## src/rtl/alu_wb.sv

```systemverilog
// ---------------------------------------------------------------------------
// alu_wb -- ALU result writeback buffer
//
// Purpose:
//   This is the return path for operands that the operand-gating stage
//   passes into the ALU. ALU results arrive with a destination register
//   index and a carry bit. They wait in a small FIFO and leave one per
//   accepted register-file write. The Z/N/C flags are updated from each
//   entry as it retires. The newest pending entry is also exposed as a
//   bypass source for operand fetch.
//
// Parameters:
//   DW     result / register data width
//   AW     register index width
//   DEPTH  FIFO entries (power of two, >= 2)
//
// Ports:
//   clk        in   1   clock, rising edge
//   rst        in   1   asynchronous reset, active-low
//   res_valid  in   1   ALU result present this cycle
//   res_ready  out  1   buffer can accept a result
//   res_data   in   DW  ALU result
//   res_dst    in   AW  destination register index
//   res_cy     in   1   ALU carry-out for this result
//   flush      in   1   synchronous discard of all pending entries
//   wb_en      out  1   register-file write request (head entry valid)
//   wb_addr    out  AW  head entry destination index
//   wb_data    out  DW  head entry data
//   wb_ack     in   1   register file accepts the write this cycle
//   flag_z     out  1   last retired result was zero
//   flag_n     out  1   last retired result MSB
//   flag_c     out  1   last retired result carry
//   fwd_valid  out  1   at least one entry pending
//   fwd_addr   out  AW  destination index of newest pending entry
//   fwd_data   out  DW  data of newest pending entry
// ---------------------------------------------------------------------------
module alu_wb #(
    parameter int DW    = 16,
    parameter int AW    = 3,
    parameter int DEPTH = 2
) (
    input  logic          clk,
    input  logic          rst,
    input  logic          res_valid,
    output logic          res_ready,
    input  logic [DW-1:0] res_data,
    input  logic [AW-1:0] res_dst,
    input  logic          res_cy,
    input  logic          flush,
    output logic          wb_en,
    output logic [AW-1:0] wb_addr,
    output logic [DW-1:0] wb_data,
    input  logic          wb_ack,
    output logic          flag_z,
    output logic          flag_n,
    output logic          flag_c,
    output logic          fwd_valid,
    output logic [AW-1:0] fwd_addr,
    output logic [DW-1:0] fwd_data
);

    localparam int PW = $clog2(DEPTH);
    localparam int CW = PW + 1;

    typedef struct packed {
        logic [AW-1:0] dst;
        logic [DW-1:0] data;
        logic          cy;
    } entry_t;

    // Storage and bookkeeping
    entry_t        mem_reg [DEPTH];
    logic [PW-1:0] rd_ptr_reg, rd_ptr_next;
    logic [PW-1:0] wr_ptr_reg, wr_ptr_next;
    logic [CW-1:0] count_reg,  count_next;
    logic          flag_z_reg, flag_z_next;
    logic          flag_n_reg, flag_n_next;
    logic          flag_c_reg, flag_c_next;

    logic          push;
    logic          pop;
    logic [PW-1:0] newest_ptr;
    entry_t        head;
    entry_t        newest;

    // Handshake decode. Both signals depend only on the registered count.
    // A pop in the same cycle therefore cannot reopen a full buffer, and no
    // input reaches an output combinationally.
    assign res_ready = (count_reg != CW'(DEPTH));
    assign wb_en     = (count_reg != '0);

    // A flush drops any push or pop presented in the same cycle.
    assign push = res_valid & res_ready & ~flush;
    assign pop  = wb_en & wb_ack & ~flush;

    // The head is the oldest entry. The newest entry sits just behind the
    // write pointer, and the subtraction wraps modulo DEPTH.
    assign head       = mem_reg[rd_ptr_reg];
    assign newest_ptr = wr_ptr_reg - PW'(1);
    assign newest     = mem_reg[newest_ptr];

    // When the buffer is empty, the stored contents are stale. The outputs
    // are forced to zero in that case.
    assign wb_addr   = wb_en ? head.dst    : '0;
    assign wb_data   = wb_en ? head.data   : '0;
    assign fwd_valid = wb_en;
    assign fwd_addr  = wb_en ? newest.dst  : '0;
    assign fwd_data  = wb_en ? newest.data : '0;

    assign flag_z = flag_z_reg;
    assign flag_n = flag_n_reg;
    assign flag_c = flag_c_reg;

    // Next-state logic for pointers, count and flags
    always_comb begin
        rd_ptr_next = rd_ptr_reg;
        wr_ptr_next = wr_ptr_reg;
        count_next  = count_reg;
        flag_z_next = flag_z_reg;
        flag_n_next = flag_n_reg;
        flag_c_next = flag_c_reg;

        if (flush) begin
            // Flags are intentionally left alone: they describe retirements,
            // and a flush retires nothing.
            rd_ptr_next = '0;
            wr_ptr_next = '0;
            count_next  = '0;
        end else begin
            if (push) begin
                wr_ptr_next = wr_ptr_reg + PW'(1);
            end
            if (pop) begin
                rd_ptr_next = rd_ptr_reg + PW'(1);
                flag_z_next = (head.data == '0);
                flag_n_next = head.data[DW-1];
                flag_c_next = head.cy;
            end
            unique case ({push, pop})
                2'b10:   count_next = count_reg + CW'(1);
                2'b01:   count_next = count_reg - CW'(1);
                default: count_next = count_reg;
            endcase
        end
    end

    // Control state register
    always_ff @(posedge clk or negedge rst) begin
        if (!rst) begin
            rd_ptr_reg <= '0;
            wr_ptr_reg <= '0;
            count_reg  <= '0;
            flag_z_reg <= 1'b0;
            flag_n_reg <= 1'b0;
            flag_c_reg <= 1'b0;
        end else begin
            rd_ptr_reg <= rd_ptr_next;
            wr_ptr_reg <= wr_ptr_next;
            count_reg  <= count_next;
            flag_z_reg <= flag_z_next;
            flag_n_reg <= flag_n_next;
            flag_c_reg <= flag_c_next;
        end
    end

    // Entry storage. The array is small and its head and newest entries are
    // read combinationally, so it is built from flops rather than block RAM.
    always_ff @(posedge clk or negedge rst) begin
        if (!rst) begin
            for (int i = 0; i < DEPTH; i++) begin
                mem_reg[i] <= '0;
            end
        end else if (push) begin
            mem_reg[wr_ptr_reg] <= '{dst: res_dst, data: res_data, cy: res_cy};
        end
    end

endmodule

```

## config.mk

```make
export PLATFORM = sky130hd
export DESIGN_NAME = alu_wb
export DESIGN_NICKNAME = d
export VERILOG_FILES = /design/src/rtl/alu_wb.sv
export SDC_FILE = /design/constraint.sdc
export NUM_CORES = 1
export LEC_CHECK = 0
export CAP_MARGIN = 10
export CORE_MARGIN = 2
export CORE_UTILIZATION = 54
export CTS_BUF_LIST = sky130_fd_sc_hd__clkbuf_8
export CTS_CLUSTER_SIZE = 40
export DETAILED_ROUTE_END_ITERATION = 7
export PLACE_DENSITY_LB_ADDON = 0.08
export SLEW_MARGIN = 20
export SYNTH_ARGS = -nofsm -noshare
export SYNTH_HDL_FRONTEND = slang
export SYNTH_SLANG_ARGS = --single-unit
```

## constraint.sdc

```tcl
create_clock -name clk -period 2.9 [get_ports clk]
set_input_delay 0.29 -clock clk [delete_from_list [all_inputs] [get_ports clk]]
set_output_delay 0.29 -clock clk [all_outputs]
set_load 0.03 [all_outputs]
```

==> Word-level counts from Yosys, hierarchy flattened <==
Cells that the tools add are included.
{ "totals": {"ff_bits": 47, "in_bits": 25, "output_inout_bits": 44, "word_cells": 58} }
{ "classes": {"addsub": 5, "n_lt_le_gt_ge": 4, "eq_ne": 3, "mux": 19, "bitwise_logic": 8, "n_reduce_logical": 7} }
{ "ops": {"columns": ["op", "count"], "rows": [
  ["2-to-1 mux 20 bit", 7],
  ["bitwise mux 40 bit", 1],
  ["2-to-1 mux 16 bit", 2],
  ["demux 20 bit (select 1 bit)", 1],
  ["zero test 16 bit", 1],
  ["greater-or-equal comparator 2 bit (second input constant)", 3],
  ["2-to-1 mux 3 bit", 2],
  ["inverter 1 -> 2 bit", 3],
  ["nonzero test 2 bit", 3],
  ["bitwise AND 1 bit", 4],
  ["2-to-1 mux 1 bit", 4],
  ["one-hot mux 2 bit (2 select lines)", 1],
  ["nonzero test 3 bit", 1],
  ["adder 1 bit (second input constant)", 2],
  ["adder 2 x 1 -> 2 bit (second input constant)", 1],
  ["== test 2 x 1 -> 1 bit (second input constant)", 1],
  ["== test 2 bit (second input constant)", 1],
  ["< comparator 2 x 1 -> 1 bit (second input constant)", 1],
  ["2-to-1 mux 2 bit", 1],
  ["!= test 2 bit (second input constant)", 1],
  ["AND reduction 2 bit", 1],
  ["subtractor 2 x 1 -> 2 bit (second input constant)", 1],
  ["logical AND 1 bit", 1],
  ["inverter 1 bit", 1],
  ["subtractor 1 bit (second input constant)", 1]
]} }

==> Longest topological paths before layout <==
Gate-level depths: netlist of the first run.
{ "logic_depth": {"ltp_word": 6, "ltp_mapped": 5, "ltp_nobuf": 4} }

==> Worst setup path before layout of the first run <==
OpenSTA, ideal clock, no wires.
{ "synth_timing": {"path_type": "reg-to-output", "from": "register count_reg[0]", "to": "output wb_en", "arrival_time_ns": 1.495, "path_slack_ns": 1.115, "stages_incl_launch_ff": 6, "n_path_buf": 3, "path_cell_list": "dfrtp_1 nor2_1 clkbuf_1 clkbuf_1 inv_2 buf_4"} }
{ "synth_via": {"elab_chain_len": 1} }
{ "synth_rtl": {"columns": ["item", "line", "rtl"], "rows": [
  ["start: declaration", "75", "logic [CW-1:0] count_reg, count_next;"],
  ["start signal: assignment", "159", "count_reg <= count_next;"],
  ["nonzero test 2 bit", "90", "assign wb_en = (count_reg != '0);"],
  ["end: declaration", "50", "output logic wb_en,"]
]} }
Every way passes these cells.

==> Worst setup path after layout of the first run <==
{ "layout_timing": {"from": "register rd_ptr_reg", "to": "output wb_data[5]"} }
{ "layout_via": {"elab_chain_len": 5} }
{ "layout_rtl": {"columns": ["item", "line", "rtl"], "rows": [
  ["start: declaration", "73", "logic [PW-1:0] rd_ptr_reg, rd_ptr_next;"],
  ["start signal: assignment", "157", "rd_ptr_reg <= rd_ptr_next;"],
  ["inverter 1 -> 2 bit (implied by the code)", "98", "assign head = mem_reg[rd_ptr_reg];"],
  ["2-to-1 mux 20 bit (implied by the code) (3 in series)", "98", null],
  ["2-to-1 mux 16 bit", "105", "assign wb_data = wb_en ? head.data : '0;"],
  ["end: declaration", "52", "output logic [DW-1:0] wb_data,"]
]} }
Every way passes these cells. The select of a mux whose other input is x is not followed.

==> impl.org, run 1 <==
** Outcome
- Run status :: complete, but fails checks
- Violations in the final reports :: hold timing

** Routing
- Using the TritonRoute via totals, the vias-per-cell ratio works out to ~5.4.
- Number of design rule violations left after detail routing :: 0
- The detailed router used layers up to and including met4.
- Count of vias placed by the detailed router :: approximately 1.8k
- DRT iter0 DRCs :: 65
- The first detailed-routing pass took 4 iterations.
- Remaining antenna violation count after routing :: 0
- Met2 layer wire length in the routed design :: 2750 um
- For this block, wires on met1 add up to between 2000 and 2500 um.
- The final layout contains routed wiring with a total length of between 5000 and 6000 um.
- Final routed wire length divided by cell count :: 16.1 um
- Met3 layer wire length in the routed design :: 183 um

** Setup path
- Crit end category :: output port
- Cells along the critical path :: buf_4 -> mux2i_1 -> nor2_1 -> clkdlybuf4s50_1
- On the worst path, the slowest cell contributes a delay of roughly 0.7 ns.
- In this run the worst path has a maximum fanout of 25.
- The worst setup path is launched from a register.
- The slowest stage of the critical path belongs to the cell sky130_fd_sc_hd__clkdlybuf4s50_1.
- Number of cells on the worst reg-to-reg path :: 5
- Kind of critical path :: register to output port
- Data on the critical path arrives at its endpoint at 1.98 ns.
- Required time of the worst setup path :: 2.61 ns

** GRT
- The initial antenna violation count is 0.
- The first global-routing pass estimated 9030 um of wire.
- For this run, the total global-route usage over all layers was measured as 0.225.
- Vias in the first global route :: about 1.8k
- For this run the aggregate overflow at the end of global routing stands at 0.
- Maximum number of pins on one net before global-route repair :: 48

** Power
- Power Dens Cells :: 679 nW/um2
- VDD IR-drop max :: roughly 0.35 mV
- Static leakage power :: 0.00134 uW

** Cells and area
- Net count, final :: approximately 310
- Most common library cell in the layout ignoring fill and taps :: sky130_fd_sc_hd__clkdlybuf4s50_1
- The register with the most flip-flops in the layout has 40 of them.
- Non-Filler Instances :: roughly 340
- Fraction of layout instances using a drive strength above 1 :: 0.0627
- Area growth from synthesis to final layout :: 32.6%
- 0 antenna diodes ended up in the layout.
- Leaving out fill and tap cells, the most frequent cells in the layout are 67 x sky130_fd_sc_hd__clkdlybuf4s50_1, 47 x sky130_fd_sc_hd__dfrtp_1, 46 x sky130_fd_sc_hd__nor2_1, 41 x sky130_fd_sc_hd__mux2_1, 40 x sky130_fd_sc_hd__mux2i_1.
- Post-route cell area :: between 3000 and 4000 um2
- Layout filler cell count :: between 300 and 400

** Yosys
- Post-Syn Nets :: approximately 250
- Top cell type by total area after synthesis :: sky130_fd_sc_hd__dfrtp_1
- Post-synth design cell area :: roughly 2500 um2
- Synth Instances :: 220
- Of the synthesized area, sequential elements account for 0.471.
- Synthesis instantiated 28 different standard cells from the library.
- Post-Synthesis Mean Instance Area :: 11.3 um2
- Counting flops and latches in the post-synthesis netlist gives 47.
- Yosys attributes the largest share of cell area to sky130_fd_sc_hd__dfrtp_1 47%, sky130_fd_sc_hd__mux2_1 18%, sky130_fd_sc_hd__mux2i_1 16%, sky130_fd_sc_hd__nor2_1 7.1%, sky130_fd_sc_hd__buf_2 1.2%.
- Yosys printed 0 warnings.
- Of the post-synthesis cell area, the dominant cell type holds 0.471.

** Clock network
- CTS clock-pin slew for the worst setup and hold paths :: roughly 0.08 ns
- CTS tree :: done
- No sink is reached through more buffers than the 2 on the longest clock path.
- After clock tree synthesis, the repair step resized 0 gates.
- CTS placed an instance of sky130_fd_sc_hd__clkbuf_8 at the clock tree root.
- At the later pin of the worst-skew pair, clock insertion delay measures 0.30 ns.
- The H-tree generated during clock tree synthesis spans 2 levels.
- Once the clock tree was built, the setup fixing pass inserted 0 buffers.
- Buffers inserted during clock tree synthesis total 5.
- For this design, the CTS-stage hold fixing added 0 buffers.
- The clock drives between 40 and 50 sinks.

** STA
- Setup repair after global routing left no endpoint under its margin.
- The clock period could shrink to between 2 and 2.5 ns.
- For this run, the top clock speed supported by timing is about 0.44 GHz.
- Final setup violating endpoints :: 0
- Rel. slew slack :: 0.600
- Dividing the final minimum period by the clock period gives 0.784.
- Final-report hold violation count :: 4
- The count of pins over their slew limit is 0.
- Minimum hold slack :: -0.00272 ns
- After routing, the total negative slack on setup checks comes to 0 ns.
- At the pin with the least slew margin, the transition time is ~0.6 ns.
- Final clock skew :: approximately 0.0030 ns

** Floorplan
- The total area inside the core boundary comes to roughly 4400 um2.
- Number of rows created at floorplan :: 24
- In this run the horizontal extent of the chip is 72.0 um.
- The die is between 70 and 80 um tall.
- Starting density of the core :: 0.565
- I/O pin total :: 69
- Total die area :: 5180 um2

** Placement
- After detailed placement, the total cell area comes to around 3200 um2.
- DP Wirelength :: between 3000 and 4000 um
- Cell total after placement :: about 330
- Quantity of I/O buffers inserted on ports :: 68
- Placer Congestion :: ~0.74

** Run
- Number of maximum-capacitance constraint violations :: 0

** Worst hold path
- The tightest min-delay check is of the input pin to async pin type.
## stage by stage
stage,setup WS (ns),util,total power (uW)
after floorplan,1.12,-,1510
after global placement,0.968,0.727,1820
after detailed placement,0.949,0.727,1850
after CTS,0.635,0.749,2270
after global routing,0.521,0.750,2380
final,0.627,0.750,2250
## worst max-delay path: cells and delay by family (launching register included)
kind | cells | cell delay [ns]
flops | 1 | 0.33
simple gates | 1 | 0.14
mux | 1 | 0.14
buf+inv | 2 | 1.06
## cell usage after synthesis
master                      n
sky130_fd_sc_hd__dfrtp_1   47
sky130_fd_sc_hd__nor2_1    47
sky130_fd_sc_hd__mux2_1    41
sky130_fd_sc_hd__mux2i_1   40
sky130_fd_sc_hd__buf_2      6
sky130_fd_sc_hd__a21oi_1    5
sky130_fd_sc_hd__clkbuf_1   5
sky130_fd_sc_hd__buf_4      3
sky130_fd_sc_hd__nor4_1     3
sky130_fd_sc_hd__nand2b_1   2
sky130_fd_sc_hd__nand4_1    2
sky130_fd_sc_hd__nor3_1     2
sky130_fd_sc_hd__xor2_1     2
sky130_fd_sc_hd__a21boi_2   1
sky130_fd_sc_hd__a31oi_1    1
sky130_fd_sc_hd__buf_6      1
sky130_fd_sc_hd__inv_2      1
sky130_fd_sc_hd__nand2_1    1
sky130_fd_sc_hd__nand3b_1   1
sky130_fd_sc_hd__nand4b_1   1
sky130_fd_sc_hd__nor3_2     1
sky130_fd_sc_hd__nor3b_1    1
sky130_fd_sc_hd__nor4b_1    1
sky130_fd_sc_hd__o21ai_1    1
sky130_fd_sc_hd__o22ai_1    1
sky130_fd_sc_hd__or2_0      1
sky130_fd_sc_hd__or4_1      1
sky130_fd_sc_hd__or4b_1     1
## path summary, 6_finish.rpt
kind,start,to,slack (ns)
worst max-delay path,rd_ptr_reg,wb_data[5],0.63
worst min-delay path,rst,mem_reg[18],-0.003
worst max register to register,rd_ptr_reg,flag_z,1.10
worst min register to register,mem_reg[20],mem_reg[20],0.49
max in group asynchronous,rst,mem_reg[15],2.50
min in group clk,mem_reg[20],mem_reg[20],0.49
## cells by family (layout without fill, tap and decap cells)
| kind of cell | Yosys count | after routing | share of synthesized area |
|---|---|---|---|
| mux | 81 | 81 | 0.345 |
| simple gates | 65 | 65 | 0.120 |
| flops | 47 | 47 | 0.471 |
| buf+inv | 16 | 83 | 0.0346 |
| compound gates | 9 | 9 | 0.0216 |
| xor+xnor | 2 | 2 | 0.00702 |
## per-layer routing
layer,up-vias,global-route usage
met5,-,0
met4,0,0.0692
met3,7,0.0333
met2,38,0.380
met1,895,0.302
li1,900,-
## final cells by class
type | instances | area (um2) | area share
Sequential cell | 47 | 1180 | 0.355
Clock inverter | 1 | 3.75 | 0.00113
Tap cell | 52 | 65.1 | 0.0197
Clock buffer | 7 | 96.3 | 0.0291
Multi-Input combinational cell | 157 | 1240 | 0.375
Timing Repair Buffer | 74 | 723 | 0.218
Inverter | 1 | 3.75 | 0.00113
## power breakdown
part	internal (uW)	switching (uW)
clock network	214	203
registers	829	163
logic	398	442
total	1440	808
(Power assumes the default switching activity.)
==> inputs of run 2 (changes only) <==
--- a/config.mk
+++ b/config.mk
@@ -7,7 +7,7 @@
 export LEC_CHECK = 0
 export CAP_MARGIN = 10
 export CORE_MARGIN = 2
-export CORE_UTILIZATION = 54
+export CORE_UTILIZATION = 50
 export CTS_BUF_LIST = sky130_fd_sc_hd__clkbuf_8
 export CTS_CLUSTER_SIZE = 40
 export DETAILED_ROUTE_END_ITERATION = 7
==> constraint.sdc (replaced) <==
create_clock -name clk -period 2.3 [get_ports clk]
set_input_delay 0.23 -clock clk [delete_from_list [all_inputs] [get_ports clk]]
set_output_delay 0.23 -clock clk [all_outputs]
set_load 0.03 [all_outputs]
==> impl.org, run 2 (synthesis results as in run 1) <==
** STA
- Ratio of final minimum period to clock period :: 0.885
- Adding up every negative setup slack in the final design gives 0 ns.
- Headroom to the max-slew limit came out at 0.602.
- RSZ-0062 raised after global routing :: false
- Across all hold checks on the routed design, the worst slack comes to around 0.43 ns.
- Final-report hold violation count :: 0
- Count of final max-slew check failures :: 0
- Subtracting the final worst setup slack from the clock period gives between 2 and 2.5 ns.
- Static timing analysis puts the maximum clock frequency at 0.491 GHz.
- For the final database, setup skew stands at between 0.006 and 0.007 ns.
- Worst-margin pin slew :: between 0.5 and 0.6 ns
- Final setup violating endpoints :: 0

** Routing
- DRT iter0 DRCs :: between 150 and 200
- After detailed routing, the total wire length is about 5400 um.
- After detailed routing, the number of vias per cell comes to between 5 and 6.
- In the final routed layout, each cell accounts on average for ~15 um.
- In this run the remaining antenna-violating nets after routing total 0.
- Number of design rule violations left after detail routing :: 0
- Count of vias placed by the detailed router :: approximately 1.9k
- DRT Pass-1 Iters :: 4

** GRT
- For this run the aggregate overflow at the end of global routing stands at 0.
- The via count of the first global-routing pass came to between 1.5k and 2k.
- The initial antenna violation count was 0.
- For this run, the total global-route usage over all layers was measured as 0.208.
- Entering global routing, the biggest net connects 48 pins.
- Wire length of the first global-routing pass :: 8740 um

** Floorplan
- Starting density of the core :: 0.525
- From left edge to right edge, the die measures 74.7 um.
- Total die area :: around 5600 um2
- After floorplanning, the core was sized to cover about 4800 um2.
- around 70 I/O pins were placed.
- Die height :: between 70 and 80 um
- Number of rows created at floorplan :: 25

** Run
- Number of maximum-capacitance constraint violations :: 0

** Cells and area
- Area growth from synthesis to final layout :: 31.3%
- Post-layout utilization of the core :: 0.689
- Leaving out fill and tap cells, the most frequent cell in the layout is sky130_fd_sc_hd__dfrtp_1.
- 0 antenna diodes ended up in the layout.
- Leaving out fill and tap cells, the most frequent cells in the layout are 47 x sky130_fd_sc_hd__dfrtp_1, 46 x sky130_fd_sc_hd__nor2_1, 46 x sky130_fd_sc_hd__buf_4, 41 x sky130_fd_sc_hd__mux2_1, 40 x sky130_fd_sc_hd__mux2i_1.
- Number of flip-flops in the largest register :: 40
- Of the cells placed in the final design, the portion with a size suffix greater than 1 is 0.203.
- In the final design database the tool counted roughly 320 nets.

** Clock network
- CTS clock-pin slew for the worst setup and hold paths :: 0.08 ns
- The tree is rooted in a sky130_fd_sc_hd__clkbuf_8.
- For the worst-skew pair, the clock arrives at the later sink with an insertion delay of a little under 0.3 ns.
- CTS tree :: done
- Buffers inserted to repair hold after CTS numbered 1.
- Maximum root-to-sink buffer count :: 2
- Post-cts repair resize count :: 0
- Maximum level of the CTS H-tree :: 2
- Number of setup buffers added after CTS :: 0
- The number of clock buffers added by TritonCTS is 5.
- The clock drives 47 sinks.

** Worst hold path
- The tightest min-delay check is of the input pin to async pin type.

** Setup path
- Along the worst path, the maximum fanout reaches 11.
- Critical path startpoint category :: register
- Required time of the worst setup path :: about 2.1 ns
- Data on the critical path arrives at its endpoint at ~1.8 ns.
- By startpoint and endpoint, the worst setup path is classified as register to output port.
- Crit end category :: output port

** Placement
- Input and output buffers added on the ports amount to 68.
- Placer Congestion :: between 0.8 and 0.9
- DP Wirelength :: between 3000 and 4000 um

** Power
- VDD IR-drop max :: approximately 0.44 mV
- In this run the static leakage power is roughly 0.0014 uW.
- Power Dens Cells :: between 800 and 900 nW/um2

** Outcome
- Run status :: finished clean
## run 2: through the flow
stage	setup slack (ns)	area, um2	power, uW	std cells
after floorplan	0.575	2500	1900	220
after global placement	0.484	3170	2270	349
after detailed placement	0.452	3170	2300	349
after CTS	0.252	3280	2830	358
after global routing	0.124	3280	2970	358
final	0.264	3280	2810	358
## run 2: critical path: stages (launching register included)
cell,delay (ns)
sky130_fd_sc_hd__dfrtp_1,0.73
sky130_fd_sc_hd__buf_4,0.31
sky130_fd_sc_hd__mux2i_1,0.24
sky130_fd_sc_hd__nor2_1,0.06
sky130_fd_sc_hd__buf_4,0.17
## run 2: area by class of cell
type / instances / area [um2]
fill: 404 / 1480
multi-input combinational: 157 / 1240
clock inverter: 1 / 3.75
tap: 67 / 83.8
clock buffer: 7 / 96.3
sequential: 47 / 1180
inverter: 1 / 3.75
timing repair buffer: 78 / 671
## run 2: layer usage
layer	wire length, um	vias up	track usage
met2	2470	55	0.321
met3	239	9	0.0335
met1	2630	944	0.311
met5	0	-	0
met4	63	0	0.0536
li1	-	913	-
## run 2: where the power goes
group	internal [uW]	switching, uW	total (uW)
logic	469	539	1010
registers	1050	220	1270
clock network	270	262	533
total	1780	1020	2810
## run 2: final timing paths
check,end,start,depth (start not counted),slack (ns)
worst max-delay path,fwd_data[13],wr_ptr_reg,4,0.26
worst min-delay path,mem_reg[28],rst,3,0.43
worst max register to register,flag_z,rd_ptr_reg,5,0.54
worst min register to register,mem_reg[20],mem_reg[20],1,0.50
max in group asynchronous,mem_reg[15],rst,3,1.63
min in group clk,mem_reg[20],mem_reg[20],1,0.50
==> inputs of run 3 (changes only) <==
--- a/config.mk
+++ b/config.mk
@@ -6,12 +6,12 @@
 export NUM_CORES = 1
 export LEC_CHECK = 0
 export CAP_MARGIN = 10
-export CORE_MARGIN = 2
 export CORE_UTILIZATION = 50
 export CTS_BUF_LIST = sky130_fd_sc_hd__clkbuf_8
 export CTS_CLUSTER_SIZE = 40
 export DETAILED_ROUTE_END_ITERATION = 7
 export PLACE_DENSITY_LB_ADDON = 0.08
+export SKIP_LAST_GASP = 1
 export SLEW_MARGIN = 20
 export SYNTH_ARGS = -nofsm -noshare
 export SYNTH_HDL_FRONTEND = slang
==> impl.org, run 3 (synthesis results as in run 1) <==
** Outcome
- Run status :: finished clean

** Power
- VDD IR-drop max :: about 0.48 mV
- Dividing total power by cell area gives a power density of 837 nW/um2.
- Overall power of the completed layout :: 2710 uW
- In this run the static leakage power is roughly 0.0014 uW.

** Placement
- DP Wirelength :: 3980 um
- Counting tap cells, the placed design contains a total of 350 instances.
- Quantity of I/O buffers inserted on ports :: 68
- At the end of routability-driven placement, the weighted congestion stood at around 0.83.

** Clock network
- Post-CTS Hold Buffers :: 1
- Worst-skew pair later-pin latency :: 0.29 ns
- Maximum level of the CTS H-tree :: 2
- Gates resized during post-CTS repair numbered 0.
- Post-CTS timing repair inserted 0 buffers for setup.
- The longest clock path from root to sink contains 2 buffers.
- Root cell of the clock tree :: sky130_fd_sc_hd__clkbuf_8
- Clock-pin slew was measured on the worst setup and hold paths at ~0.080 ns.
- Sinks on Clock Net :: 47
- CTS tree :: done
- Counting the buffers created by CTS gives 5.

** Routing
- For this block, the via count after detailed routing is ~1.9k.
- In the final routed layout, each cell accounts on average for 15.3 um.
- The first routing iteration left 83 violations.
- DRT Pass-1 Iters :: 4
- After detailed routing, the number of remaining DRC violations is 0.
- Detailed Route WL :: ~5500 um
- Remaining antenna violation count after routing :: 0
- Per-cell via count in the routed design :: between 5 and 6

** STA
- In the finished design, the share of the clock period the worst path needs comes to 0.846.
- Subtracting the final worst setup slack from the clock period gives slightly below 2 ns.
- Final setup violating endpoints :: 0
- Count of final max-slew check failures :: 0
- Static timing analysis puts the maximum clock frequency at 0.514 GHz.
- Final hold analysis gives a worst-case slack of slightly below 0.4 ns.
- The hold violation count in the final report is 0.
- At the pin with the least slew margin, the transition time is between 0.3 and 0.4 ns.
- Setup repair after global routing left no endpoint under its margin.
- Final clock skew :: 0.0100 ns
- Headroom to the max-slew limit came out at 0.755.
- Final sum of negative setup slack :: 0 ns

** Floorplan
- The floorplan step set the die width to ~73 um.
- The die covers around 5300 um2.
- For this configuration, the core starts out at a cell density of 0.525.
- Die height :: 72.7 um
- I/O pin total :: a little under 70
- Placeable core region :: between 4000 and 5000 um2
- In this run the core area contains 25 standard-cell rows.

** GRT
- Entering global routing, the biggest net connects 25 pins.
- The first global-routing pass estimated slightly above 9000 um of wire.
- Antenna violations before repair :: 0
- Vias in the first global route :: 1805
- Overflow left after global routing :: 0
- Combined global-route utilization of all metal layers :: 0.231

** Cells and area
- Layout filler cell count :: just under 400
- Most common library cell in the layout ignoring fill and taps :: sky130_fd_sc_hd__buf_4
- Area growth from synthesis to final layout :: 30.0%
- Number of flip-flops in the largest register :: 40
- Of the cells placed in the final design, the portion with a size suffix greater than 1 is 0.200.
- After the last flow step, the layout net total stands at 316.
- Leading cell types in the layout, fill and taps excluded :: 48 x sky130_fd_sc_hd__buf_4, 47 x sky130_fd_sc_hd__dfrtp_1, 46 x sky130_fd_sc_hd__nor2_1, 41 x sky130_fd_sc_hd__mux2_1, 40 x sky130_fd_sc_hd__mux2i_1
- Antenna diode count :: 0
- Leaving out filler cells and counting taps, the final layout contains 357.

** Setup path
- By startpoint and endpoint, the worst setup path is classified as register to output port.
- The worst setup path is launched from a register.
- STA classifies the critical path endpoint as an output port.
- Maximum fanout along the worst path :: 7
- Critical path data arrival time :: around 1.7 ns
- Data on the critical path is required at its endpoint by 2.07 ns.

** Worst hold path
- Class of the tightest hold or removal check :: input pin to async pin

** Run
- Max-cap violations in this run came to 0.
## run 3: cell count changes in the layout (fill, tap and decap cells not counted)
cell,previous run,this run
sky130_fd_sc_hd__buf_12,1,0
sky130_fd_sc_hd__buf_4,46,48
sky130_fd_sc_hd__clkbuf_8,7,5
## run 3: worst paths after layout
path,start,endpoint,slack (ns),cells after the start
hold / removal,rst,mem_reg[5],0.38,2
min in group clk,mem_reg[20],mem_reg[20],0.49,1
setup reg to reg,count_reg[0],mem_reg[34],0.50,5
max in group asynchronous,rst,mem_reg[31],1.36,3
hold reg to reg,mem_reg[20],mem_reg[20],0.49,1
setup / recovery,count_reg[0],wb_en,0.35,3
## run 3: power breakdown
part           internal (uW)  switching (uW)
combinational            468             548
sequential              1050             208
clock                    199             247
## run 3: layout make-up
class / count / area (um2) / share of cell area
inverter: 1 / 3.75 / 0.00116
sequential: 47 / 1180 / 0.363
timing repair buffer: 79 / 666 / 0.205
clock inverter: 1 / 3.75 / 0.00116
multi-input combinational: 157 / 1240 / 0.383
clock buffer: 5 / 68.8 / 0.0212
tap: 67 / 83.8 / 0.0258
## run 3: layer usage
metal / vias up / routed length, um / share of wire / track usage
met5: - / 0 / 0 / 0
met4: 0 / 57 / 0.010 / 0.0806
met3: 5 / 171 / 0.031 / 0.0345
met2: 47 / 2580 / 0.47 / 0.357
met1: 899 / 2650 / 0.49 / 0.332
li1: 911 / - / - / -
## run 3: critical path, stage by stage, from the launching register on
cell and delay [ns]:
sky130_fd_sc_hd__dfrtp_1 0.45, sky130_fd_sc_hd__nor2_2 0.33, sky130_fd_sc_hd__inv_2 0.06, sky130_fd_sc_hd__clkdlybuf4s50_1 0.59
## run 3: stage by stage
step	setup WS [ns]	area, um2	util
CTS	0.331	3240	0.682
floorplan	0.575	2500	-
global route	0.273	3240	0.682
finish	0.354	3240	0.682
global placement	0.373	3160	0.665
detailed placement	0.317	3160	0.665
